`src/rtl/alu_pkg.sv`:
```
// Shared opcode encodings, legality check and scheduler state type for the
// ALU scheduler slice.
package alu_pkg;

  localparam logic [3:0] OP_NOP = 4'b0000;
  localparam logic [3:0] OP_ADD = 4'b0001;
  localparam logic [3:0] OP_SUB = 4'b0010;
  localparam logic [3:0] OP_AND = 4'b0101;
  localparam logic [3:0] OP_OR  = 4'b0110;
  localparam logic [3:0] OP_NOT = 4'b0111;
  localparam logic [3:0] OP_XOR = 4'b1000;
  localparam logic [3:0] OP_SHL = 4'b1001;
  localparam logic [3:0] OP_MOV = 4'b1011;

  typedef enum logic [1:0] {
    IDLE  = 2'd0,
    EXEC  = 2'd1,
    SHIFT = 2'd2,
    RESP  = 2'd3
  } sched_state_t;

  function automatic logic op_legal(input logic [3:0] op);
    case (op)
      OP_NOP, OP_ADD, OP_SUB, OP_AND, OP_OR,
      OP_NOT, OP_XOR, OP_SHL, OP_MOV: op_legal = 1'b1;
      default:                        op_legal = 1'b0;
    endcase
  endfunction

endpackage

```
`src/rtl/rr_arb2.sv`:
```
// Two-way round-robin arbiter: the pointer names the favoured requester and
// moves to the loser whenever a grant is accepted.
module rr_arb2 (
  input  logic       clk,
  input  logic       rst_n,
  input  logic [1:0] valid,
  input  logic       accept,
  output logic [1:0] grant,
  output logic       gidx
);

  logic ptr;

  always_comb begin
    gidx  = (valid == 2'b11) ? ptr : (valid[1] & ~valid[0]);
    grant = 2'b00;
    if (|valid) grant[gidx] = 1'b1;
  end

  always_ff @(posedge clk or negedge rst_n) begin
    if (!rst_n)      ptr <= 1'b0;
    else if (accept) ptr <= ~gidx;
  end

endmodule

```
`src/rtl/alu_sched.sv`:
```
// Scheduler/sequencer for a shared combinational ALU; multi-bit SHL is built
// from repeated single-bit passes. ALU_SCHED_PERF_EN adds saturating counters.
module alu_sched
  import alu_pkg::*;
#(
  parameter int W   = 32,
  parameter int SHW = 5
`ifdef ALU_SCHED_PERF_EN
  ,
  parameter int CNTW = 16
`endif
) (
  input  logic                clk,
  input  logic                rst_n,
  input  logic [1:0]          req_valid,
  output logic [1:0]          req_ready,
  input  logic [1:0][3:0]     req_op,
  input  logic [1:0][W-1:0]   req_a,
  input  logic [1:0][W-1:0]   req_b,
  input  logic [1:0][SHW-1:0] req_shamt,
  output logic [3:0]          alu_op,
  output logic [W-1:0]        alu_a,
  output logic [W-1:0]        alu_b,
  input  logic [W-1:0]        alu_result,
  input  logic                alu_carry,
  input  logic                alu_overflow,
  input  logic                alu_equal,
  output logic                rsp_valid,
  input  logic                rsp_ready,
  output logic                rsp_id,
  output logic [W-1:0]        rsp_result,
  output logic                rsp_carry,
  output logic                rsp_overflow,
  output logic                rsp_equal,
  output logic                rsp_err
`ifdef ALU_SCHED_PERF_EN
  ,
  output logic [CNTW-1:0]     perf_grant0,
  output logic [CNTW-1:0]     perf_grant1,
  output logic [CNTW-1:0]     perf_busy
`endif
);

  sched_state_t   state;
  logic [SHW-1:0] cnt;
  logic           ovf_acc;
  logic [1:0]     grant;
  logic           gidx;
  logic           accept;
  logic           is_shl;
  logic           last_pass;

  rr_arb2 u_arb (
    .clk    (clk),
    .rst_n  (rst_n),
    .valid  (req_valid),
    .accept (accept),
    .grant  (grant),
    .gidx   (gidx)
  );

  assign req_ready = (state == IDLE) ? grant : 2'b00;
  assign accept    = |(req_valid & req_ready);
  assign is_shl    = (alu_op == OP_SHL);
  assign last_pass = (cnt == SHW'(1));

  always_ff @(posedge clk or negedge rst_n) begin
    if (!rst_n) begin
      state        <= IDLE;
      cnt          <= '0;
      ovf_acc      <= 1'b0;
      alu_op       <= OP_NOP;
      alu_a        <= '0;
      alu_b        <= '0;
      rsp_valid    <= 1'b0;
      rsp_id       <= 1'b0;
      rsp_result   <= '0;
      rsp_carry    <= 1'b0;
      rsp_overflow <= 1'b0;
      rsp_equal    <= 1'b0;
      rsp_err      <= 1'b0;
    end else begin
      case (state)
        IDLE: begin
          if (accept) begin
            rsp_id  <= gidx;
            cnt     <= req_shamt[gidx];
            ovf_acc <= 1'b0;
            alu_a   <= req_a[gidx];
            alu_b   <= req_b[gidx];
            if (op_legal(req_op[gidx])) begin
              alu_op  <= req_op[gidx];
              rsp_err <= 1'b0;
              state   <= EXEC;
            end else begin
              // Illegal ops never reach the ALU; answer next cycle with err.
              rsp_result   <= '0;
              rsp_carry    <= 1'b0;
              rsp_overflow <= 1'b0;
              rsp_equal    <= 1'b0;
              rsp_err      <= 1'b1;
              rsp_valid    <= 1'b1;
              state        <= RESP;
            end
          end
        end

        EXEC: begin
          // equal always comes from the first pass, where alu_b is the request's b.
          rsp_equal <= alu_equal;
          if (is_shl && cnt == '0) begin
            rsp_result   <= alu_a;
            rsp_carry    <= 1'b0;
            rsp_overflow <= 1'b0;
            alu_op       <= OP_NOP;
            rsp_valid    <= 1'b1;
            state        <= RESP;
          end else if (!is_shl || last_pass) begin
            rsp_result   <= alu_result;
            rsp_carry    <= alu_carry;
            rsp_overflow <= alu_overflow;
            cnt          <= is_shl ? cnt - SHW'(1) : cnt;
            alu_op       <= OP_NOP;
            rsp_valid    <= 1'b1;
            state        <= RESP;
          end else begin
            alu_a   <= alu_result;
            cnt     <= cnt - SHW'(1);
            ovf_acc <= alu_overflow;
            state   <= SHIFT;
          end
        end

        SHIFT: begin
          cnt <= cnt - SHW'(1);
          if (last_pass) begin
            rsp_result   <= alu_result;
            rsp_carry    <= alu_carry;
            rsp_overflow <= ovf_acc | alu_overflow;
            alu_op       <= OP_NOP;
            rsp_valid    <= 1'b1;
            state        <= RESP;
          end else begin
            alu_a   <= alu_result;
            ovf_acc <= ovf_acc | alu_overflow;
          end
        end

        RESP: begin
          if (rsp_ready) begin
            rsp_valid <= 1'b0;
            state     <= IDLE;
          end
        end

        default: state <= IDLE;
      endcase
    end
  end

`ifdef ALU_SCHED_PERF_EN
  always_ff @(posedge clk or negedge rst_n) begin
    if (!rst_n) begin
      perf_grant0 <= '0;
      perf_grant1 <= '0;
      perf_busy   <= '0;
    end else begin
      if (accept && !gidx && !(&perf_grant0)) perf_grant0 <= perf_grant0 + CNTW'(1);
      if (accept &&  gidx && !(&perf_grant1)) perf_grant1 <= perf_grant1 + CNTW'(1);
      if ((state == EXEC || state == SHIFT) && !(&perf_busy))
        perf_busy <= perf_busy + CNTW'(1);
    end
  end
`endif

endmodule

```
`config.mk`:
```
export PLATFORM = sky130hd
export DESIGN_NAME = alu_sched
export DESIGN_NICKNAME = d
export VERILOG_FILES = /design/src/rtl/alu_pkg.sv /design/src/rtl/rr_arb2.sv /design/src/rtl/alu_sched.sv
export SDC_FILE = /design/constraint.sdc
export NUM_CORES = 1
export LEC_CHECK = 0
export CAP_MARGIN = 20
export CELL_PAD_IN_SITES_DETAIL_PLACEMENT = 1
export CELL_PAD_IN_SITES_GLOBAL_PLACEMENT = 1
export CORE_UTILIZATION = 34
export CTS_BUF_LIST = sky130_fd_sc_hd__clkbuf_4 sky130_fd_sc_hd__clkbuf_8
export DETAILED_ROUTE_END_ITERATION = 8
export PLACE_DENSITY_LB_ADDON = 0.3
export RECOVER_POWER = 25
export SLEW_MARGIN = 20
export SYNTH_ARGS = -nofsm -noshare
export SYNTH_HDL_FRONTEND = slang
export SYNTH_SLANG_ARGS = --single-unit
```
`constraint.sdc`:
```
create_clock -name clk -period 4.5 [get_ports clk]
set_input_delay 0.45 -clock clk [delete_from_list [all_inputs] [get_ports clk]]
set_output_delay 0.45 -clock clk [all_outputs]
set_load 0.02 [all_outputs]
```
==> impl_metrics.toml <==
[timing]
rsz0062_at_grt = "no"
finalSetupViolCount = 0
fin_crit_ns = 3.25
fin_tns_setup_ns = 0
max_freq_mhz = 308
skew_ns = 0.0141
worst_pin_slew_ns = 2.07
maxSlewViolCount = 36
min_period_over_period_pct = 72.3
hold_viol = 0
max-slew-margin-rel_pct = -37.9
final.setup.worst_slack_ns = 1.25

[drt]
wl_per_cell_um = 20.0
top_layer_used = "met4"
met3_length_um = 2050
ant_nets = 0
wl_um = 21900
wl_met2_um = 11200
drt-met1-wl_um = 8340
drt_iter0_drc = 191
drcViolationCount = 0
drt_pre_antenna_iters = 4
viasPerCell = 5.21
num_vias = 5714

[finish]
final_common_cell = "clkdlybuf4s50_1"
final_util_pct = 55.9
syn_to_final_growth_pct = 58.6
n_fill_cell = 1873
register_area_sq_mm = 0.00288
mostFrequentLayoutCells = "292 x clkdlybuf4s50_1, 115 x dfrtp_1, 113 x nand2_1"
fin_nets = 1054
multi_input_area_sq_mm = 0.00311
drive_gt1_share_pct = 14.2
diodes = 0

[die]
die_x_um = 137
die_area_sq_mm = 0.0187
core_sq_mm = 0.0175
rows = 48
pin_count = 294
start_util_pct = 35.3
die_h_um = 137

[placed_design]
place_ws_ns = 1.33
gp_congestion = 0.813
port_buffers = 293
dp_hpwl_um = 16100

[critical_path]
crit_family = "buffers and inverters"
cpPeakStageDelay_ns = 1.47
start_kind = "input port"
slowest_stage = "clkbuf_1"
critPathArrivalTime_ns = 3.62
end_kind = "asynchronous set/reset pin"
crit_buf_inv = 3
r2r_start = "state[1]"
path_max_fanout = 47
critPathKind = "in -> async"
crit_chain = "dlygate4sd3_1, clkbuf_1, clkbuf_2"
reg2reg_slack_ns = 1.59
ff2ff_path_depth = 6
cp.required_ns = 4.87
timing.rr.end = "rsp_result[6]"

[clock_network]
cts_made_buffers = 17
ctsResizeCount = 0
hold_buffers = 1
cts-root-buf = "clkbuf_8"
htree_levels = 4
insertion_delay_ns = 0.44
post_cts_buffers = 0
clock_path_buffers = 2
cts_sinks = 115
cts_tree = "yes"
clk_pin_slew_ns = 0.06

[logic_synthesis]
yosys_register_bits = 115
ys_seq_area_share_pct = 46.7
synth.top_cells.by_area = "dfrtp_1 47%, mux2_2 7.9%, mux2_4 7.1%"
ys_types = 42
avgSynthCellArea_sq_um = 10.7
synth_edf_count = 0
async_reset_ff_share_pct = 100
synth_nets = 769
netlist.area_leader.share_pct = 46.7
yosys.area.top_type = "dfrtp_1"
yosys_warnings = 0
ys.flop_type = "dfrtp_1"
synth_area_sq_mm = 0.00616
syn_inst = 574

[grt]
grt_antenna_before_repair = 0
grtUsageTotal_pct = 24.0
grt_pass1_wl_um = 34000
globalRouteOverflowTotal = 0
grt_max_degree = 48
grt_pass1_vias = 6311

[run_status]
run_status = "complete, but fails checks"
violations = "max-capacitance violations, max-slew violations"

[worst_hold_path]
hold_path_end = "rsp_id"
hold_class = "reg -> reg"
hp-start = "rsp_id"
hold_path_depth = 1

[power]
p_int_w = 0.00436
p_sw_share_pct = 41.1
power_density_mw_per_mm2 = 758
power_frac_comb_pct = 58.4
p_leak_nw = 4.31
power_switching_w = 0.00304
seq_power_share_pct = 26.3
ir_drop_uv = 415
p_clk_share_pct = 15.3

[run]
drv_cap = 1
==> synthesized netlist by cell type, types with 3 or more instances <==
| cell type | count |
|---|---|
| mux2_2 | 43 |
| clkbuf_1 | 27 |
| nor3_1 | 5 |
| nand2_1 | 113 |
| nand4_1 | 3 |
| a22oi_1 | 31 |
| nand3_1 | 4 |
| a221oi_1 | 4 |
| inv_1 | 10 |
| a21oi_1 | 14 |
| nor2_1 | 10 |
| o21ai_1 | 5 |
| buf_6 | 3 |
| mux2i_1 | 40 |
| buf_2 | 6 |
| a22o_1 | 31 |
| nor2b_1 | 3 |
| ha_1 | 9 |
| dfrtp_1 | 115 |
| a21boi_0 | 3 |
| mux2_4 | 29 |
| o21ai_0 | 40 |
==> registers in the layout, indices dropped and copies added, names as in the netlist, 2 cells and up <==
signal and flops:
cnt 5, alu_op 4, state 2, rsp_result 32, alu_a 32, alu_b 32
==> how the worst max path moves through the flow <==
stage                 start       endpoint  depth (start not counted)
5_1_grt               rst_n      alu_a[30]                          3
4_1_cts            state[0]   req_ready[0]                          7
3_3_place_gp   req_valid[1]  rsp_result[1]                          6
2_1_floorplan        cnt[0]   rsp_overflow                          8
6_report              rst_n      alu_a[30]                          3
3_5_place_dp   req_valid[1]  rsp_result[3]                          6
==> logic make-up (layout without fill, tap and decap cells) <==
family	count (synthesis)	after routing	share of synthesized area, %
fa+ha+maj	9	9	1.83
flops	115	115	46.7
buf+inv	47	344	3.37
simple gates	146	146	10.4
compound gates	145	145	16.2
mux	112	112	21.4
==> power by group through the flow <==
stage,sequential [W],combinational [W],clock (W)
2_1_floorplan,0.00242,0.00211,0
3_3_place_gp,0.00191,0.00418,0
4_1_cts,0.00195,0.00437,0.00117
5_1_grt,0.00201,0.00466,0.00121
3_5_place_dp,0.00195,0.00434,0
6_report,0.00195,0.00432,0.00114
==> area by class of cell <==
type | instances | area share, %
multi-input combinational | 412 | 31.8
inverter | 10 | 0.384
sequential | 115 | 29.5
clock inverter | 10 | 1.82
tap | 225 | 2.88
clock buffer | 21 | 2.96
timing repair buffer | 303 | 30.7
==> per-stage QoR <==
step	area (sq um)	hold WS, ns	std cells	total power, W
after CTS	9780	0.489	1096	0.00748
after global placement	9300	0.435	1064	0.00609
after floorplan	6160	0.154	574	0.00453
final	9770	0.487	1096	0.00740
after detailed placement	9300	0.450	1064	0.00630
after global routing	9770	0.522	1096	0.00787
==> routing by layer <==
layer  vias to the layer above  GRT usage, %
li1                       2638             -
met1                      2818          26.4
met2                       230          42.6
met3                        28          8.37
met4                         0          8.15
met5                         -             0
Note: power is estimated with default switching activity, not from simulation.
